`src/rtl/pwm_pkg.sv`:
```
// Shared PWM definitions: capture FSM state encoding and the generator/capture
// default sizing, so generator and capture agree on the nominal period.
package pwm_pkg;

    typedef enum logic [1:0] {
        ST_SEEK = 2'd0,
        ST_HIGH = 2'd1,
        ST_LOW  = 2'd2
    } state_t;

    localparam int CNT_W_DEF   = 18;
    localparam int TIMEOUT_DEF = 200000;
    localparam int PWM_PERIOD  = 2001;

endpackage

```
`src/rtl/sync_filter.sv`:
```
// Two-flop synchronizer followed by a FILT_LEN-sample glitch filter.
// Emits the filtered level plus one-cycle rise/fall strobes aligned with it.
module sync_filter #(
    parameter int FILT_LEN = 4
) (
    input  logic clk,
    input  logic rst,
    input  logic i_din,
    output logic o_level,
    output logic o_rise,
    output logic o_fall
);

    if (FILT_LEN < 1 || FILT_LEN > 15) begin : g_bad_filt
        $error("sync_filter: FILT_LEN must be in 1..15");
    end

    logic [1:0] r_sync;
    logic [3:0] r_cnt;
    logic       r_level;
    logic       r_rise;
    logic       r_fall;
    logic       w_flip;

    // FILT_LEN-th consecutive disagreeing sample flips the level this cycle
    assign w_flip = (r_sync[1] != r_level) && (r_cnt == 4'(FILT_LEN - 1));

    always_ff @(posedge clk) begin
        if (rst) begin
            r_sync  <= '0;
            r_cnt   <= '0;
            r_level <= 1'b0;
            r_rise  <= 1'b0;
            r_fall  <= 1'b0;
        end else begin
            r_sync <= {r_sync[0], i_din};
            if (r_sync[1] == r_level || w_flip)
                r_cnt <= '0;
            else
                r_cnt <= r_cnt + 4'd1;
            if (w_flip)
                r_level <= ~r_level;
            r_rise <= w_flip && !r_level;
            r_fall <= w_flip && r_level;
        end
    end

    assign o_level = r_level;
    assign o_rise  = r_rise;
    assign o_fall  = r_fall;

endmodule

```
`src/rtl/pwm_capture.sv`:
```
// PWM decoder: measures filtered high time and rise-to-rise period in clk
// cycles, and flags a stall when no rising edge arrives within TIMEOUT.
module pwm_capture
    import pwm_pkg::*;
#(
    parameter int CNT_W    = CNT_W_DEF,
    parameter int FILT_LEN = 4,
    parameter int TIMEOUT  = TIMEOUT_DEF
) (
    input  logic             clk,
    input  logic             rst,
    input  logic             pwm_in,
    output logic [CNT_W-1:0] high_time,
    output logic [CNT_W-1:0] period,
    output logic             meas_valid,
    output logic             stalled,
    output logic             stall_level
);

    if (longint'(TIMEOUT) >= (longint'(1) << CNT_W)) begin : g_bad_timeout
        $error("pwm_capture: TIMEOUT does not fit in CNT_W");
    end

    localparam logic [CNT_W-1:0] LP_TO  = CNT_W'(TIMEOUT);
    localparam logic [CNT_W-1:0] LP_ONE = CNT_W'(1);

    logic w_level, w_rise, w_fall;

    sync_filter #(.FILT_LEN(FILT_LEN)) u_filt (
        .clk     (clk),
        .rst     (rst),
        .i_din   (pwm_in),
        .o_level (w_level),
        .o_rise  (w_rise),
        .o_fall  (w_fall)
    );

    state_t           r_state, w_state_nxt;
    logic [CNT_W-1:0] r_hi_cnt, w_hi_nxt;
    logic [CNT_W-1:0] r_per_cnt, w_per_nxt, w_per_inc;
    logic [CNT_W-1:0] r_high_time, w_high_time_nxt;
    logic [CNT_W-1:0] r_period, w_period_nxt;
    logic             r_valid, w_valid_nxt;
    logic             r_stalled, w_stalled_nxt;
    logic             r_stall_level, w_stall_level_nxt;

    always_ff @(posedge clk) begin
        if (rst) begin
            r_state       <= ST_SEEK;
            r_hi_cnt      <= '0;
            r_per_cnt     <= '0;
            r_high_time   <= '0;
            r_period      <= '0;
            r_valid       <= 1'b0;
            r_stalled     <= 1'b0;
            r_stall_level <= 1'b0;
        end else begin
            r_state       <= w_state_nxt;
            r_hi_cnt      <= w_hi_nxt;
            r_per_cnt     <= w_per_nxt;
            r_high_time   <= w_high_time_nxt;
            r_period      <= w_period_nxt;
            r_valid       <= w_valid_nxt;
            r_stalled     <= w_stalled_nxt;
            r_stall_level <= w_stall_level_nxt;
        end
    end

    assign w_per_inc = (r_per_cnt == LP_TO) ? r_per_cnt : r_per_cnt + LP_ONE;

    always_comb begin
        w_state_nxt     = r_state;
        w_hi_nxt        = r_hi_cnt;
        w_per_nxt       = w_per_inc;
        w_high_time_nxt = r_high_time;
        w_period_nxt    = r_period;
        w_valid_nxt     = 1'b0;
        w_stalled_nxt   = r_stalled;

        case (r_state)
            ST_SEEK: begin
                if (w_rise) begin
                    w_state_nxt = ST_HIGH;
                    w_hi_nxt    = LP_ONE;
                    w_per_nxt   = LP_ONE;
                end
            end
            ST_HIGH: begin
                // the falling-edge cycle already belongs to the low phase
                if (w_fall)
                    w_state_nxt = ST_LOW;
                else
                    w_hi_nxt = r_hi_cnt + LP_ONE;
            end
            ST_LOW: begin
                if (w_rise) begin
                    w_high_time_nxt = r_hi_cnt;
                    w_period_nxt    = r_per_cnt;
                    w_valid_nxt     = 1'b1;
                    w_stalled_nxt   = 1'b0;
                    w_state_nxt     = ST_HIGH;
                    w_hi_nxt        = LP_ONE;
                    w_per_nxt       = LP_ONE;
                end
            end
            default: w_state_nxt = ST_SEEK;
        endcase

        // a rise landing exactly on the limit still completes the measurement
        if (r_per_cnt == LP_TO && !w_rise) begin
            w_state_nxt   = ST_SEEK;
            w_stalled_nxt = 1'b1;
            w_per_nxt     = LP_TO;
        end

        w_stall_level_nxt = w_stalled_nxt ? w_level : 1'b0;
    end

    assign high_time   = r_high_time;
    assign period      = r_period;
    assign meas_valid  = r_valid;
    assign stalled     = r_stalled;
    assign stall_level = r_stall_level;

endmodule

```
`config.mk`:
```
export PLATFORM = sky130hd
export DESIGN_NAME = pwm_capture
export DESIGN_NICKNAME = d
export VERILOG_FILES = /design/src/rtl/pwm_pkg.sv /design/src/rtl/sync_filter.sv /design/src/rtl/pwm_capture.sv
export SDC_FILE = /design/constraint.sdc
export NUM_CORES = 1
export LEC_CHECK = 0
export ABC_AREA = 1
export CAP_MARGIN = 20
export CORE_UTILIZATION = 60
export DETAILED_ROUTE_END_ITERATION = 8
export DONT_BUFFER_PORTS = 1
export PLACE_DENSITY = 0.74
export SYNTH_ARGS = -nofsm -noshare
export SYNTH_HDL_FRONTEND = slang
export SYNTH_HIERARCHICAL = 1
export SYNTH_SLANG_ARGS = --single-unit
```
`constraint.sdc`:
```
create_clock -name clk -period 1.5 [get_ports clk]
set_input_delay 0.15 -clock clk [delete_from_list [all_inputs] [get_ports clk]]
set_output_delay 0.15 -clock clk [all_outputs]
set_load 0.03 [all_outputs]
```
# ---- After elaboration in Yosys (flattened, before gate mapping)
# Cells that the tools add are included.
dict set report op_classes {
  addsub 3
  eq_ne 9
  mux 14
  bitwise_logic 3
  n_reduce_logical 17
}
# operator count
set op_table {}
lappend op_table {{two-way mux 18 bit} 6}
lappend op_table {{adder 18 x 1 -> 18 bit, second input constant} 2}
lappend op_table {{case mux 18 bit (2 select lines)} 1}
lappend op_table {{equality test 18 bit, second input constant} 1}
lappend op_table {{OR reduction 2 bit} 5}
lappend op_table {{adder 4 x 1 -> 4 bit, second input constant} 1}
lappend op_table {{equality test 4 x 2 -> 1 bit, second input constant} 1}
lappend op_table {{logical AND 1 bit} 4}
lappend op_table {{two-way mux 1 bit} 4}
lappend op_table {{two-way mux 2 bit} 2}
lappend op_table {{inequality test 2 x 1 -> 1 bit, second input constant} 2}
lappend op_table {{case mux 2 bit (2 select lines)} 1}
lappend op_table {{AND reduction 2 bit} 2}
lappend op_table {{inverter 1 bit} 3}
lappend op_table {{AND reduction 3 bit} 1}
lappend op_table {{equality test 2 x 1 -> 1 bit, second input constant} 1}
lappend op_table {{equality test 2 bit, second input constant} 1}
lappend op_table {{zero test 1 bit} 2}
lappend op_table {{zero test 2 bit} 1}
lappend op_table {{inequality test 2 bit, second input constant} 1}
lappend op_table {{nonzero test 2 bit} 1}
lappend op_table {{equality test 1 bit} 1}
lappend op_table {{logical OR 1 bit} 1}
lappend op_table {{inequality test 1 bit} 1}
dict set report totals {
  regBits 86
  inputBits 3
  output_inout_bits 39
}

# ---- Depth between registers and ports, before layout
# Gate-level depths: netlist of the first run.
dict set report depth {
  depth_word 5
  ltp_mapped 9
  mapped_depth_nobuf 9
}

# ---- Cells and area by module
# The synthesis of the first run kept the hierarchy.
# mod instances cells_per_inst area_per_inst_um2 seq_area_each_um2
set modules_own_cells {}
lappend modules_own_cells {pwm_capture 1 420 3296.9 1541.5}
lappend modules_own_cells {sync_filter 1 45 350.3 180.2}

# ---- Worst setup path before layout of the first run
# OpenSTA, ideal clock, no wires.
dict set report synth_path {
  kind {register to register}
  startpoint {register r_per_cnt[0]}
  endpoint {register r_per_cnt[0]}
  setup_ps 109
  arrival_ps 1214
  required_time_ps 1391
  setup_slack_ps 177
  path_stages_with_launch 10
  n_path_buf 0
  period_less_slack_ps 1323
  cell_sequence {dfxtp_1 > inv_1 > ha_1 > nand3_1 > nor2_1 > nand3_2 > nand2_1 > inv_1 > nand2_1 > inv_1}
}
dict set report synth_between {
  elab_chain_len 4
  elab_cells_between_ends 7
}
# element line_no
set synth_lines {}
lappend synth_lines {{from (decl)} pwm_capture.sv:40} ;# logic [CNT_W-1:0] r_per_cnt, w_per_nxt, w_per_inc;
lappend synth_lines {{from (signal assigned)} pwm_capture.sv:60} ;# r_per_cnt <= w_per_nxt;
lappend synth_lines {{adder 18 x 1 -> 18 bit or equality test 18 bit (tied branches)} {pwm_capture.sv:69, pwm_capture.sv:110}}
lappend synth_lines {{two-way mux 18 bit} pwm_capture.sv:69} ;# assign w_per_inc = (r_per_cnt == LP_TO) ? r_per_cnt : r_per_cnt + LP_ONE;
lappend synth_lines {{two-way mux 18 bit} {pwm_capture.sv:82, pwm_capture.sv:96}}
lappend synth_lines {{two-way mux 18 bit} --}
# Several ways; a longest one is shown, not always the timed one.
# A chain may end at the register's enable or synchronous reset.

# ---- Worst setup path in the final report of the first run
dict set report layout_path {
  startpoint {register r_per_cnt[5]}
  endpoint {register r_per_cnt[0]}
}
dict set report layout_between {
  elab_chain_len 4
  elab_cells_between_ends 6
}
# element line_no
set layout_lines {}
lappend layout_lines {{equality test 18 bit (*)} {pwm_capture.sv:69, pwm_capture.sv:110}}
lappend layout_lines {{two-way mux 18 bit} pwm_capture.sv:69}
lappend layout_lines {{two-way mux 18 bit} {pwm_capture.sv:82, pwm_capture.sv:96}}
lappend layout_lines {{two-way mux 18 bit} --}
# Every way passes the cells marked *; elsewhere a longest branch is shown, timed or not.

==> results_dict.tcl, run 1 <==
set metrics [dict create \
    yosysTopAreaCell "dfxtp_1" \
    num_vias 3096 \
    ios 42 \
    hold_start "rst" \
    hp-class "primary input to register" \
    fin_worst_skew_ns 0.0117 \
    ir_drop_v 0.000680 \
    holdPathStages 2 \
    fin_hold_ws_ns 0.0609 \
    synthTopCellsByArea "dfxtp_1 (47%), nand2_1 (8.2%), nand3_1 (7.7%)" \
    clk_latency_ns 0.35 \
    start_kind "register" \
    min_period_ns 1.43 \
    ff_latch_area_um2 1730 \
    grt_max_degree 26 \
    p_switching_w 0.000886 \
    ys.flop_type "dfxtp_1" \
    seq_power_share_pct 52.8 \
    synth_edf_count 0 \
    syn_area_per_cell_um2 7.84 \
    reg2reg_depth 9 \
    std_cell_rows 28 \
    core_area_um2 5890 \
    antenna_cells 0 \
    required_ns 1.75 \
    ys_seq_elements 86 \
    yosysMostFrequentCell "dfxtp_1" \
    path_clk_slew_ns 0.09 \
    die_y_um 80.0 \
    endpoint_kind "register" \
    p_sw_share_pct 20.3 \
    pwr-share-clk_pct 45.1 \
    tightestPinTransition_ns 0.505 \
    dp.cells 542 \
    io_buffer_count 0 \
    yosysWarnings 6 \
    arrival_ns 1.68 \
    multi_input_area_um2 1670 \
    wl_per_cell_um 14.4 \
    drtPass1Iterations 7 \
    p_comb_share_pct 2.2 \
    cts_root_buffer "clkbuf_8" \
    total_power_w 0.00436 \
    postRouteAntennaNets 0 \
    die_area_um2 6390 \
    grt_usage_pct 25.7 \
    drv_cap 0 \
    instances_no_fill 564 \
    leakage_nw 1.58 \
    clock-sinks 86 \
    start_util_pct 62.0 \
    setup_viol 0 \
    h-tree-depth 3 \
    synthDistinctLibCells 35 \
    antenna_found_initial 0 \
    worst_r2r_endpoint "r_per_cnt[0]" \
    synth-async-reset-ratio_pct 0 \
    grt_pass1_vias 2842 \
    via_per_inst 5.49 \
    fmaxAchievable_ghz 0.699 \
    status "finished, violations left" \
    clockBufferDepth 2 \
    fin_crit_sh_pct 95.4 \
    place_hpwl_mm 5.64 \
    crit_type "register to register" \
    rrSetupSlack_ns 0.07 \
    nFillCells 493 \
    layout.nets 491 \
    area_growth_pct 13.1 \
    synth_commonest_cells "dfxtp_1 (86), nand2_1 (80), nand3_1 (56), inv_1 (49), nor2_1 (47)" \
    hold_violations 0 \
    drtIter0Drc 108 \
    crit_fanout 4 \
    slew_viol_final 0 \
    yosysTopAreaCellShare_pct 47.2 \
    drcViolationCount 1 \
    grt_first_pass_wirelength_mm 12.5 \
    cts_inserted_buffers 9 \
    die_w_um 80.0 \
    syn_area_um2 3650 \
    place_congestion 0.954 \
    netlist_instances 465 \
    r2r-start "r_per_cnt[5]" \
    setup-tns-final_ns 0 \
    gr-total-overflow 0 \
    intPower_w 0.00348 \
    syn_nets 472 \
    whs_endpoint "meas_valid" \
    drive_gt1_share_pct 18.8 \
    cts_tree "done" \
    violations "design-rule violations" \
    yosysSeqAreaShare_pct 47.2 \
    routed_wl_mm 8.11 \
    power.density_nw_per_um2 1060 \
    relSlewSlack_pct 66.2 \
]
worst max-delay path, cell delays in order, from the launching register on:
cell	delay, ns
dfxtp_1	0.36
inv_1	0.14
nand4_1	0.16
nor2_2	0.22
buf_4	0.15
nand2_1	0.09
nand2_1	0.07
nand3_1	0.06
nand2_1	0.06
inv_1	0.03
what timing repair did:
item / 4_1_cts / 5_1_grt
resized for setup: 0 / 21
setup endpoints to repair: 0 / 25
hold endpoints to repair: 13 / 0
setup buffers: 0 / 3
hold buffers: 2 / 0
state kept, by name (all words and copies together) (netlist names):
name / flops
r_hi_cnt: 18
r_state: 2
u_filt/o_rise: 1
r_per_cnt: 18
u_filt/o_level: 1
u_filt/r_cnt: 4
u_filt/o_fall: 1
stalled: 1
high_time: 18
meas_valid: 1
stall_level: 1
period: 18
u_filt/r_sync: 2
through the flow:
stage	worst slack (ns)	instance area, µm²	util [%]
6_report	0.0689	4130	70.1
3_3_place_gp	0.0650	3760	63.9
2_1_floorplan	0.177	3650	-
5_1_grt	-0.0407	4130	70.1
3_5_place_dp	0.0481	3760	63.9
4_1_cts	0.0334	4030	68.4
worst max-delay path by stage:
stage	cells past startpoint	end	startpoint
floorplan	9	r_per_cnt[0]	r_per_cnt[0]
global placement	9	r_per_cnt[0]	r_per_cnt[0]
detailed placement	7	r_per_cnt[12]	r_per_cnt[0]
CTS	7	r_per_cnt[12]	r_per_cnt[0]
global route	8	r_per_cnt[0]	r_per_cnt[7]
finish	9	r_per_cnt[0]	r_per_cnt[5]
routing by layer:
metal	wire [µm]	GRT usage, %	share of wire (%)	vias to the layer above
li1	-	-	-	1544
met1	3480	30.4	43	1455
met2	4100	44.1	51	72
met3	270	4.34	3.3	25
met4	259	13.9	3.2	0
met5	0	0	0	-
layout by cell type (no fill, tap or decap), drive strengths merged:
cell / Yosys / final
nand2: 88 / 89
dfxtp: 86 / 86
nand3: 64 / 64
inv: 59 / 59
nor2: 59 / 59
o21ai: 36 / 36
a21oi: 18 / 18
buf: 10 / 17
nor3: 12 / 12
clkbuf: 2 / 11
nand4: 11 / 11
xor2: 6 / 6
ha: 4 / 4
bufinv: 0 / 3
clkinv: 2 / 3
and3: 2 / 2
o21a: 2 / 2
dlygate4sd3: 0 / 2
nor4: 1 / 1
a211oi: 1 / 1
o221a: 1 / 1
clkinvlp: 0 / 1
xnor2: 1 / 1
layout make-up:
cell class | count | share of cell area (%)
Sequential cell | 86 | 41.9
Tap cell | 75 | 2.27
Clock buffer | 11 | 3.43
Inverter | 61 | 5.67
Clock inverter | 5 | 2.58
Multi-Input combinational cell | 307 | 40.6
Timing Repair Buffer | 19 | 3.58
power by group through the flow:
stage / sequential [W] / clock (W) / combinational (W)
after floorplan: 0.00235 / 0 / 0.0000606
after global placement: 0.00235 / 0 / 0.0000814
after detailed placement: 0.00235 / 0 / 0.0000835
after CTS: 0.00230 / 0.00199 / 0.0000925
after global routing: 0.00230 / 0.00207 / 0.000106
final: 0.00230 / 0.00197 / 0.0000957
logic make-up after synthesis:
logic type | synth area share [%]
AND/OR/NAND/NOR | 32.5
flip-flops | 47.2
buffers and inverters | 8.71
AO/OA/AOI/OAI | 8.58
XOR/XNOR | 1.68
adder cells (fa/ha/maj) | 1.37
No activity file was read; power rests on OpenSTA's default activity.
==> run 2, diff against run 1 <==
--- a/config.mk
+++ b/config.mk
@@ -6,11 +6,11 @@
 export NUM_CORES = 1
 export LEC_CHECK = 0
 export ABC_AREA = 1
+export BUFFER_PORTS_ARGS = -buffer_cell sky130_fd_sc_hd__buf_2
 export CAP_MARGIN = 20
-export CORE_UTILIZATION = 60
+export CORE_UTILIZATION = 58
 export DETAILED_ROUTE_END_ITERATION = 8
-export DONT_BUFFER_PORTS = 1
-export PLACE_DENSITY = 0.74
+export PLACE_DENSITY = 0.77
 export SYNTH_ARGS = -nofsm -noshare
 export SYNTH_HDL_FRONTEND = slang
 export SYNTH_HIERARCHICAL = 1
==> run 2 against run 1 <==
Net effect: the run now ends clean; cell area rose by 3.5%; flip-flop and latch count did not move; power fell by 11%; sequential power barely moved; via count rose by 3.4%; maximum frequency rose by 0.62%; register-to-register slack barely moved; routed wire length fell by 0.28%; setup slack improved by 0.0089 ns; critical path type unchanged; highest routed layer unchanged.
==> results_dict.tcl, run 2 (same netlist as run 1, synthesis figures left out) <==
set metrics [dict create \
    cts_root_buffer "clkbuf_8" \
    arrival_ns 1.67 \
    setup_viol 0 \
    grt_usage_pct 26.2 \
    antenna_cells 0 \
    die_w_um 81.3 \
    place_hpwl_mm 5.74 \
    path_cells "inv_1, nand4_1, nor2_4, nand3_2, buf_4, nand2_2, nor2_1" \
    start_kind "register" \
    crit_type "register to register" \
    via_per_inst 5.26 \
    required_ns 1.75 \
    cpMaxStageDelayCell "dfxtp_1" \
    ir_drop_v 0.000723 \
    routed_wl_mm 8.09 \
    start_util_pct 60.9 \
    postRouteAntennaNets 0 \
    status "finished clean" \
    io_buffer_count 41 \
    die_y_um 81.3 \
    num_vias 3200 \
    area_growth_pct 17.0 \
    leakage_nw 1.78 \
    wl_per_cell_um 13.3 \
    cp_top_family "simple AND/OR/NAND/NOR gates" \
    h-tree-depth 3 \
    grt_max_degree 23 \
    power.density_nw_per_um2 906 \
    met1_length_mm 3.58 \
    gr-total-overflow 0 \
    post-route-cell-area_um2 4270 \
    fin_worst_skew_ns 0.00732 \
    rsz0062_at_grt "yes" \
    cts_tree "done" \
    std_cell_rows 28 \
    clock-sinks 86 \
    r2r-start "r_per_cnt[13]" \
    core_area_um2 5990 \
    layout_common_cells "nand2_1 (80), dfxtp_1 (80), nand3_1 (55), inv_1 (47), nor2_1 (44)" \
    reg2reg_depth 7 \
    drv_cap 0 \
    grt_pass1_vias 2997 \
    hold_violations 0 \
    nFillCells 479 \
    layout.nets 536 \
    cpPeakStageDelay_ns 0.34 \
    relSlewSlack_pct 76.1 \
    ios 42 \
    fin_crit_sh_pct 94.8 \
    postPlaceCellArea_um2 3970 \
    grt_first_pass_wirelength_mm 13.0 \
    wl_met2_mm 3.98 \
    met3_length_um 333 \
    drtIter0Drc 170 \
    drtPass1Iterations 4 \
    antenna_found_initial 0 \
    fmaxAchievable_ghz 0.703 \
    place_congestion 0.874 \
    endpoint_kind "register" \
    cp-startpoint "r_per_cnt[13]" \
    min_period_ns 1.42 \
    clk_latency_ns 0.35 \
    tightestPinTransition_ns 0.359 \
    worst-path-stages 7 \
    cp-endpoint "r_per_cnt[15]" \
    path_clk_slew_ns 0.08 \
    highest_layer "met4" \
    hp-class "primary input to register" \
    slew_viol_final 0 \
    drive_gt1_share_pct 25.5 \
    clockBufferDepth 2 \
    rrSetupSlack_ns 0.08 \
    crit_buf_inv 2 \
    cts_inserted_buffers 9 \
    drcViolationCount 0 \
    crit_fanout 5 \
    worst_r2r_endpoint "r_per_cnt[15]" \
    die_area_um2 6610 \
    post-route-util_pct 71.3 \
]
==> run 2: cell count changes in the layout (fill, tap and decap cells not counted), sizes merged <==
cell / previous run / this run
buf: 17 / 63
bufinv: 3 / 0
clkbuf: 11 / 12
clkinvlp: 1 / 2
dlygate4sd3: 2 / 1
==> run 2: layer usage <==
layer / vias up / GRT usage, %
li1: 1639 / -
met1: 1462 / 31.0
met2: 81 / 44.3
met3: 18 / 6.07
met4: 0 / 12.9
met5: - / 0
==> run 2: worst min path at each step <==
stage | from | to | slack [ns] | cells past startpoint
4_1_cts | rst | u_filt/r_sync[0] | 0.14 | 2
3_5_place_dp | pwm_in | u_filt/r_sync[0] | 0.36 | 3
2_1_floorplan | rst | r_hi_cnt[1] | 0.22 | 1
6_report | rst | u_filt/r_sync[1] | 0.16 | 2
3_3_place_gp | pwm_in | u_filt/r_sync[0] | 0.37 | 3
5_1_grt | rst | u_filt/r_sync[0] | 0.16 | 2
==> run 2: where the power goes <==
group	internal [W]	total, W	switching, W
Combinational	0.0000309	0.0000984	0.0000675
Clock	0.000681	0.00147	0.000787
Sequential	0.00229	0.00230	0.0000114
Total	0.00300	0.00387	0.000866
==> run 2: area by class of cell <==
type / instances / area [µm²] / share of cell area [%]
Sequential cell: 86 / 1730 / 40.6
Multi-Input combinational cell: 307 / 1640 / 38.5
Timing Repair Buffer: 64 / 393 / 9.20
Inverter: 61 / 231 / 5.42
Clock buffer: 12 / 155 / 3.63
Tap cell: 75 / 93.8 / 2.20
Clock inverter: 3 / 20.0 / 0.469
==> run 2: repair_timing <==
action,CTS,global route
gates resized for setup,0,16
buffers inserted,0,9
setup endpoints to repair,0,38
hold buffers,1,0
endpoints found under the hold margin,1,0
==> run 2: through the flow <==
step	power [W]	setup WS (ns)	TNS [ns]	hold slack, ns	cells
global route	0.00402	-0.0421	-0.0502	0.157	608
detailed placement	0.00245	0.0342	0	0.358	582
global placement	0.00244	0.0926	0	0.366	582
CTS	0.00389	0.00819	0	0.142	598
floorplan	0.00241	0.177	0	0.219	465
finish	0.00387	0.0777	0	0.156	608
